File: src/rtl/div_iter_core.sv
// -----------------------------------------------------------------------------
// div_iter_core
//   Iterative 32-bit integer divider that produces one quotient bit per clock.
//   It uses a restoring shift-subtract algorithm and supports signed (DIV) and
//   unsigned (DIVU) operation.
//
// Ports
//   clk           : clock; all state changes on the rising edge
//   rst           : asynchronous, active-high reset
//   signed_div_i  : 1 = signed divide, 0 = unsigned (sampled on acceptance)
//   opdata1_i     : dividend (sampled on acceptance)
//   opdata2_i     : divisor  (sampled on acceptance)
//   start_i       : divide request, held high until ready_o is seen
//   annul_i       : cancel a requested or in-flight divide
//   result_o      : {remainder, quotient}, registered
//   ready_o       : result valid, registered; high only in DONE
// -----------------------------------------------------------------------------
module div_iter_core (
    input  logic        clk,
    input  logic        rst,
    input  logic        signed_div_i,
    input  logic [31:0] opdata1_i,
    input  logic [31:0] opdata2_i,
    input  logic        start_i,
    input  logic        annul_i,
    output logic [63:0] result_o,
    output logic        ready_o
);

    typedef enum logic [1:0] {
        ST_IDLE   = 2'd0,
        ST_BYZERO = 2'd1,
        ST_BUSY   = 2'd2,
        ST_DONE   = 2'd3
    } state_t;

    state_t      state_q;
    logic [64:0] work_q;      // {partial remainder[64:32], dividend/quotient[31:0]}
    logic [31:0] divisor_q;   // divisor magnitude
    logic [5:0]  cnt_q;       // steps completed
    logic        quot_neg_q;  // quotient must be negated at the end
    logic        rem_neg_q;   // remainder takes the dividend's (negative) sign
    logic [63:0] result_q;
    logic        ready_q;

    logic [33:0] trial_d;
    logic [64:0] work_d;
    logic [31:0] quot_d;
    logic [31:0] rem_d;

    // Two's-complement negate
    function automatic logic [31:0] negate32(input logic [31:0] v);
        return ~v + 32'd1;
    endfunction

    // Magnitude of an operand, negated only when signed mode sees a negative value
    function automatic logic [31:0] magnitude(input logic is_signed, input logic [31:0] v);
        return (is_signed && v[31]) ? negate32(v) : v;
    endfunction

    // One restoring step: shift left, trial-subtract divisor, keep or restore
    always_comb begin
        trial_d = {work_q[64:31]};
        work_d  = work_q;
        if (trial_d >= {2'b00, divisor_q}) begin
            work_d = {33'(trial_d - {2'b00, divisor_q}), work_q[30:0], 1'b1};
        end else begin
            work_d = {trial_d[32:0], work_q[30:0], 1'b0};
        end
        quot_d = quot_neg_q ? negate32(work_d[31:0])  : work_d[31:0];
        rem_d  = rem_neg_q  ? negate32(work_d[63:32]) : work_d[63:32];
    end

    // Divider control FSM with registered result and ready
    always_ff @(posedge clk or posedge rst) begin
        if (rst) begin
            state_q    <= ST_IDLE;
            work_q     <= 65'd0;
            divisor_q  <= 32'd0;
            cnt_q      <= 6'd0;
            quot_neg_q <= 1'b0;
            rem_neg_q  <= 1'b0;
            result_q   <= 64'd0;
            ready_q    <= 1'b0;
        end else begin
            case (state_q)
                ST_IDLE: begin
                    ready_q <= 1'b0;
                    if (start_i && !annul_i) begin
                        work_q     <= {33'd0, magnitude(signed_div_i, opdata1_i)};
                        divisor_q  <= magnitude(signed_div_i, opdata2_i);
                        quot_neg_q <= signed_div_i & (opdata1_i[31] ^ opdata2_i[31]);
                        rem_neg_q  <= signed_div_i & opdata1_i[31];
                        cnt_q      <= 6'd0;
                        state_q    <= (opdata2_i == 32'd0) ? ST_BYZERO : ST_BUSY;
                    end else begin
                        state_q <= ST_IDLE;
                    end
                end
                ST_BYZERO: begin
                    if (annul_i) begin
                        state_q <= ST_IDLE;
                    end else begin
                        result_q <= 64'd0;
                        ready_q  <= 1'b1;
                        state_q  <= ST_DONE;
                    end
                end
                ST_BUSY: begin
                    if (annul_i) begin
                        // Partial work is simply abandoned; result_q is untouched
                        cnt_q   <= 6'd0;
                        state_q <= ST_IDLE;
                    end else if (cnt_q == 6'd31) begin
                        work_q   <= work_d;
                        cnt_q    <= 6'd0;
                        result_q <= {rem_d, quot_d};
                        ready_q  <= 1'b1;
                        state_q  <= ST_DONE;
                    end else begin
                        work_q <= work_d;
                        cnt_q  <= cnt_q + 6'd1;
                    end
                end
                ST_DONE: begin
                    // A held start_i keeps the result presented; no implicit restart
                    if (annul_i || !start_i) begin
                        ready_q <= 1'b0;
                        state_q <= ST_IDLE;
                    end else begin
                        ready_q <= 1'b1;
                        state_q <= ST_DONE;
                    end
                end
                default: begin
                    ready_q <= 1'b0;
                    state_q <= ST_IDLE;
                end
            endcase
        end
    end

    assign result_o = result_q;
    assign ready_o  = ready_q;

endmodule

File: config.mk
export PLATFORM = sky130hd
export DESIGN_NAME = div_iter_core
export DESIGN_NICKNAME = d
export VERILOG_FILES = /design/src/rtl/div_iter_core.sv
export SDC_FILE = /design/constraint.sdc
export NUM_CORES = 1
export LEC_CHECK = 0
export CAP_MARGIN = 25
export CORE_MARGIN = 1.5
export CORE_UTILIZATION = 40
export CTS_BUF_LIST = sky130_fd_sc_hd__clkbuf_4 sky130_fd_sc_hd__clkbuf_8 sky130_fd_sc_hd__clkbuf_16
export DETAILED_ROUTE_END_ITERATION = 10
export DONT_BUFFER_PORTS = 1
export PLACE_DENSITY = 0.53
export SYNTH_ARGS = -nofsm -noshare
export SYNTH_HDL_FRONTEND = slang
export SYNTH_SLANG_ARGS = --single-unit
File: constraint.sdc
create_clock -name clk -period 7.4 [get_ports clk]
set_input_delay 0.74 -clock clk [delete_from_list [all_inputs] [get_ports clk]]
set_output_delay 0.74 -clock clk [all_outputs]
set_load 0.02 [all_outputs]
==> impl_metrics.py <==
metrics = {
    "critical_path": {
        "path_cells": "inv_1, ha_1, inv_1, fa_1, a211oi_2, o21ai_1, a221oi_2, a21o_2, nand2_4, inv_2, o31ai_1, a211oi_1, nand4_1, or3_1, or4_1, o211ai_1",
        "end_kind": "flip-flop",
        "critical_path.top_delay_family": "compound AO/OA/AOI/OAI gates",
        "crit_top_cell": "inv_1",
        "critPathSlowestCell": "inv_2",
        "worst_ep_required_time_ns": 7.76,
        "crit_path_max_fanout": 54,
        "reg2reg_to": "result_o[63]",
        "crit_type": "reg2reg",
        "cp.buffers_inverters": 3,
        "crit_cells": 16,
        "reg2reg_depth": 16,
        "worstSetupStartpoint": "work_q[31]",
        "reg2reg_from": "work_q[31]",
        "crit_end": "result_o[63]",
        "worstSetupStartpointType": "flip-flop",
        "reg2reg_slack_ns": 1.94,
        "worstPathArrival_ns": 5.82,
        "max_stage_delay_ns": 0.72,
    },
    "pwr": {
        "leakagePower_uw": 0.00542,
        "p_sw_share_pct": 54.1,
        "pwr-share-clk_pct": 12.4,
        "power.total_uw": 7600,
        "p_sw_uw": 4110,
        "combinationalPowerShare_pct": 66.5,
        "seq_power_share_pct": 21.0,
        "vdd_drop_max_v": 0.000274,
        "p_int_uw": 3490,
        "power_density_nw_per_um2": 582,
    },
    "yosys": {
        "synth_xor_area_share_pct": 9.78,
        "synth_adder_area_share_pct": 4.38,
        "synth_top_family_by_area": "compound AO/OA/AOI/OAI gates",
        "synth.area.mux_share_pct": 1.57,
        "synth_edf_count": 0,
        "syn-num-nets": 1612,
        "yosys.area_share.simple_pct": 20.3,
        "yosys_warnings": 0,
        "ys_async_sr_fraction_pct": 100,
        "syn_area_um2": 12200,
        "seq_area_frac_synth_pct": 35.4,
        "syn_avg_cell_area_um2": 8.11,
        "synth_compound_area_share_pct": 24.4,
        "syn_inst": 1501,
        "yosysUniqueCellTypes": 83,
        "synth_ff_type": "dfrtp_1",
        "synth_seq_cells": 172,
    },
    "clock_tree": {
        "clockRootBuffer": "clkbuf_16",
        "clk_pin_slew_ns": 0.07,
        "cts_hold_buf": 0,
        "post_cts_buffers": 0,
        "cts_tree": "built",
        "post_cts_resized": 0,
        "htreeDepth": 4,
        "numCtsBuffers": 17,
        "cts.sink_count": 172,
        "insertion_delay_ns": 0.46,
        "clock_path_buffers": 2,
    },
    "global_route": {
        "grt_pass1_vias": 9953,
        "grt_pass1_wl_um": 57700,
        "grt_max_degree": 75,
        "antenna_found_initial": 0,
        "overflow": 0,
        "grt_use_total_pct": 23.9,
    },
    "finish": {
        "diodes": 0,
        "layout_commonest_cell": "nand2_1",
        "area_growth_syn_to_layout_pct": 7.20,
        "fin_util_pct": 43.8,
        "drive_gt1_share_pct": 5.52,
        "layout.nets": 1566,
        "layout_common_cells": "nand2_1, o21ai_0, dfrtp_1",
    },
    "sta": {
        "rsz0062_at_grt": "false",
        "clock.fmax_ghz": 0.183,
        "fin_crit_ns": 5.46,
        "tns_ns": 0,
        "period_share_pct": 73.7,
        "relSlewSlack_pct": 31.9,
        "tightest_slew_ns": 1.02,
        "finClkSkew_ns": 0.0211,
        "drv_slew": 0,
        "setup_violations": 0,
        "hold_viol": 0,
    },
    "floorplanning": {
        "rows": 63,
        "fp.dieArea_um2": 31500,
        "boundaryPins": 134,
        "die-width_um": 177,
        "die_h_um": 177,
        "start_util_pct": 40.9,
        "fp.coreArea_um2": 29800,
    },
    "detailed_routing": {
        "wl_per_cell_um": 20.2,
        "routed_wl_um": 37500,
        "vias": 10800,
        "drc": 0,
        "drtIter0Drc": 806,
        "vias_per_cell": 5.80,
        "drtPass1Iterations": 5,
        "drtAntennaViolNets": 0,
    },
    "status": {
        "outcome": "completed",
    },
    "placed_design": {
        "io_buffers": 0,
        "gp_congestion": 0.917,
        "dp_hpwl_um": 28300,
    },
    "min_path": {
        "hp-class": "in2async",
    },
    "job": {
        "drv_cap": 0,
    },
}
-- sequential cells by signal, indices dropped and copies added (netlist names) --
signal / cells
cnt_q: 6
divisor_q: 32
quot_neg_q: 1
ready_o: 1
rem_neg_q: 1
result_o: 64
state_q: 2
work_q: 65
-- synth_stat cells, types with 4 or more instances --
cell type	n	area share, %
a21o_1	7	0.43
o21a_1	9	0.55
nand3_1	31	1.3
nor3_1	30	1.2
a21oi_1	85	3.5
or4_4	4	0.37
nor2_1	89	2.7
o31ai_1	30	1.8
ha_1	41	4.2
nand2b_1	15	0.77
or2_2	4	0.21
mux2i_1	18	1.5
and3_1	8	0.41
buf_2	11	0.45
buf_1	8	0.25
nand4_1	15	0.77
or3_1	20	1.0
o31a_1	5	0.36
xnor2_1	75	5.4
a31oi_1	13	0.67
o21ai_1	16	0.66
nand3b_1	4	0.25
and2_1	12	0.62
o21ai_0	199	8.2
nor2b_1	5	0.26
a21boi_0	4	0.25
xor2_1	61	4.4
o211ai_1	27	1.7
o211a_1	4	0.33
nand2_1	246	7.6
o41ai_1	12	0.86
clkbuf_1	56	1.7
dfrtp_1	172	35
or4_1	10	0.62
a22oi_1	12	0.74
a211oi_1	9	0.55
inv_1	50	1.5
nor4_1	15	0.77
-- power groups by stage --
stage | clock [uW] | sequential [uW] | combinational, uW
3_5_place_dp | 0 | 1600 | 4960
4_1_cts | 965 | 1580 | 4980
5_1_grt | 1000 | 1630 | 5530
3_3_place_gp | 0 | 1590 | 4930
2_1_floorplan | 0 | 1440 | 3780
6_report | 944 | 1600 | 5060
-- how the worst min path moves through the flow --
stage | from | endpoint | slack (ns) | cells past startpoint
floorplan | divisor_q[10] | divisor_q[10] | 0.45 | 2
global placement | divisor_q[11] | divisor_q[11] | 0.46 | 2
detailed placement | divisor_q[8] | divisor_q[8] | 0.47 | 2
CTS | rst | result_o[23] | 0.24 | 1
global route | rst | result_o[23] | 0.27 | 1
finish | rst | result_o[23] | 0.22 | 1
-- final cells by class --
type	count	area (um^2)
multi-input combinational	1200	7380
clock buffer	19	447
inverter	53	204
fill	3034	16700
timing repair buffer	11	82.6
sequential	172	4300
clock inverter	13	151
tap	390	488
-- worst register-to-register path, cell delays in order, from the launching register on --
cell      delay [ns]
dfrtp_1         0.39
inv_1           0.09
ha_1            0.19
inv_1           0.06
fa_1            0.43
a211oi_2        0.29
o21ai_1         0.26
a221oi_2        0.39
a21o_2          0.28
nand2_4         0.40
inv_2           0.74
o31ai_1         0.37
a211oi_1        0.26
nand4_1         0.19
or3_1           0.42
or4_1           0.53
o211ai_1        0.09
-- cells by family after synthesis --
kind of cell | count (synthesis)
mux | 19
simple gates | 525
compound gates | 478
flops | 172
fa+ha+maj | 42
xor+xnor | 136
buf+inv | 129
-- metal layers --
metal	routed length [um]	vias up	part of all wire, %	track usage, %
met4	294	0	0.78	4.31
met5	0	-	0	0
met1	19700	5151	52	38.3
met2	15000	323	40	32.6
li1	-	5272	-	-
met3	2510	27	6.7	4.43
-- per-stage QoR --
stage | cells | setup slack, ns | hold slack, ns | cell area (um^2)
global placement | 1826 | 2.21 | 0.462 | 12500
floorplan | 1501 | 2.00 | 0.450 | 12200
CTS | 1858 | 2.03 | 0.243 | 13100
global route | 1858 | 1.68 | 0.269 | 13100
detailed placement | 1826 | 2.04 | 0.471 | 12500
finish | 1858 | 1.94 | 0.217 | 13100
Note: power is estimated with default switching activity, not from simulation.
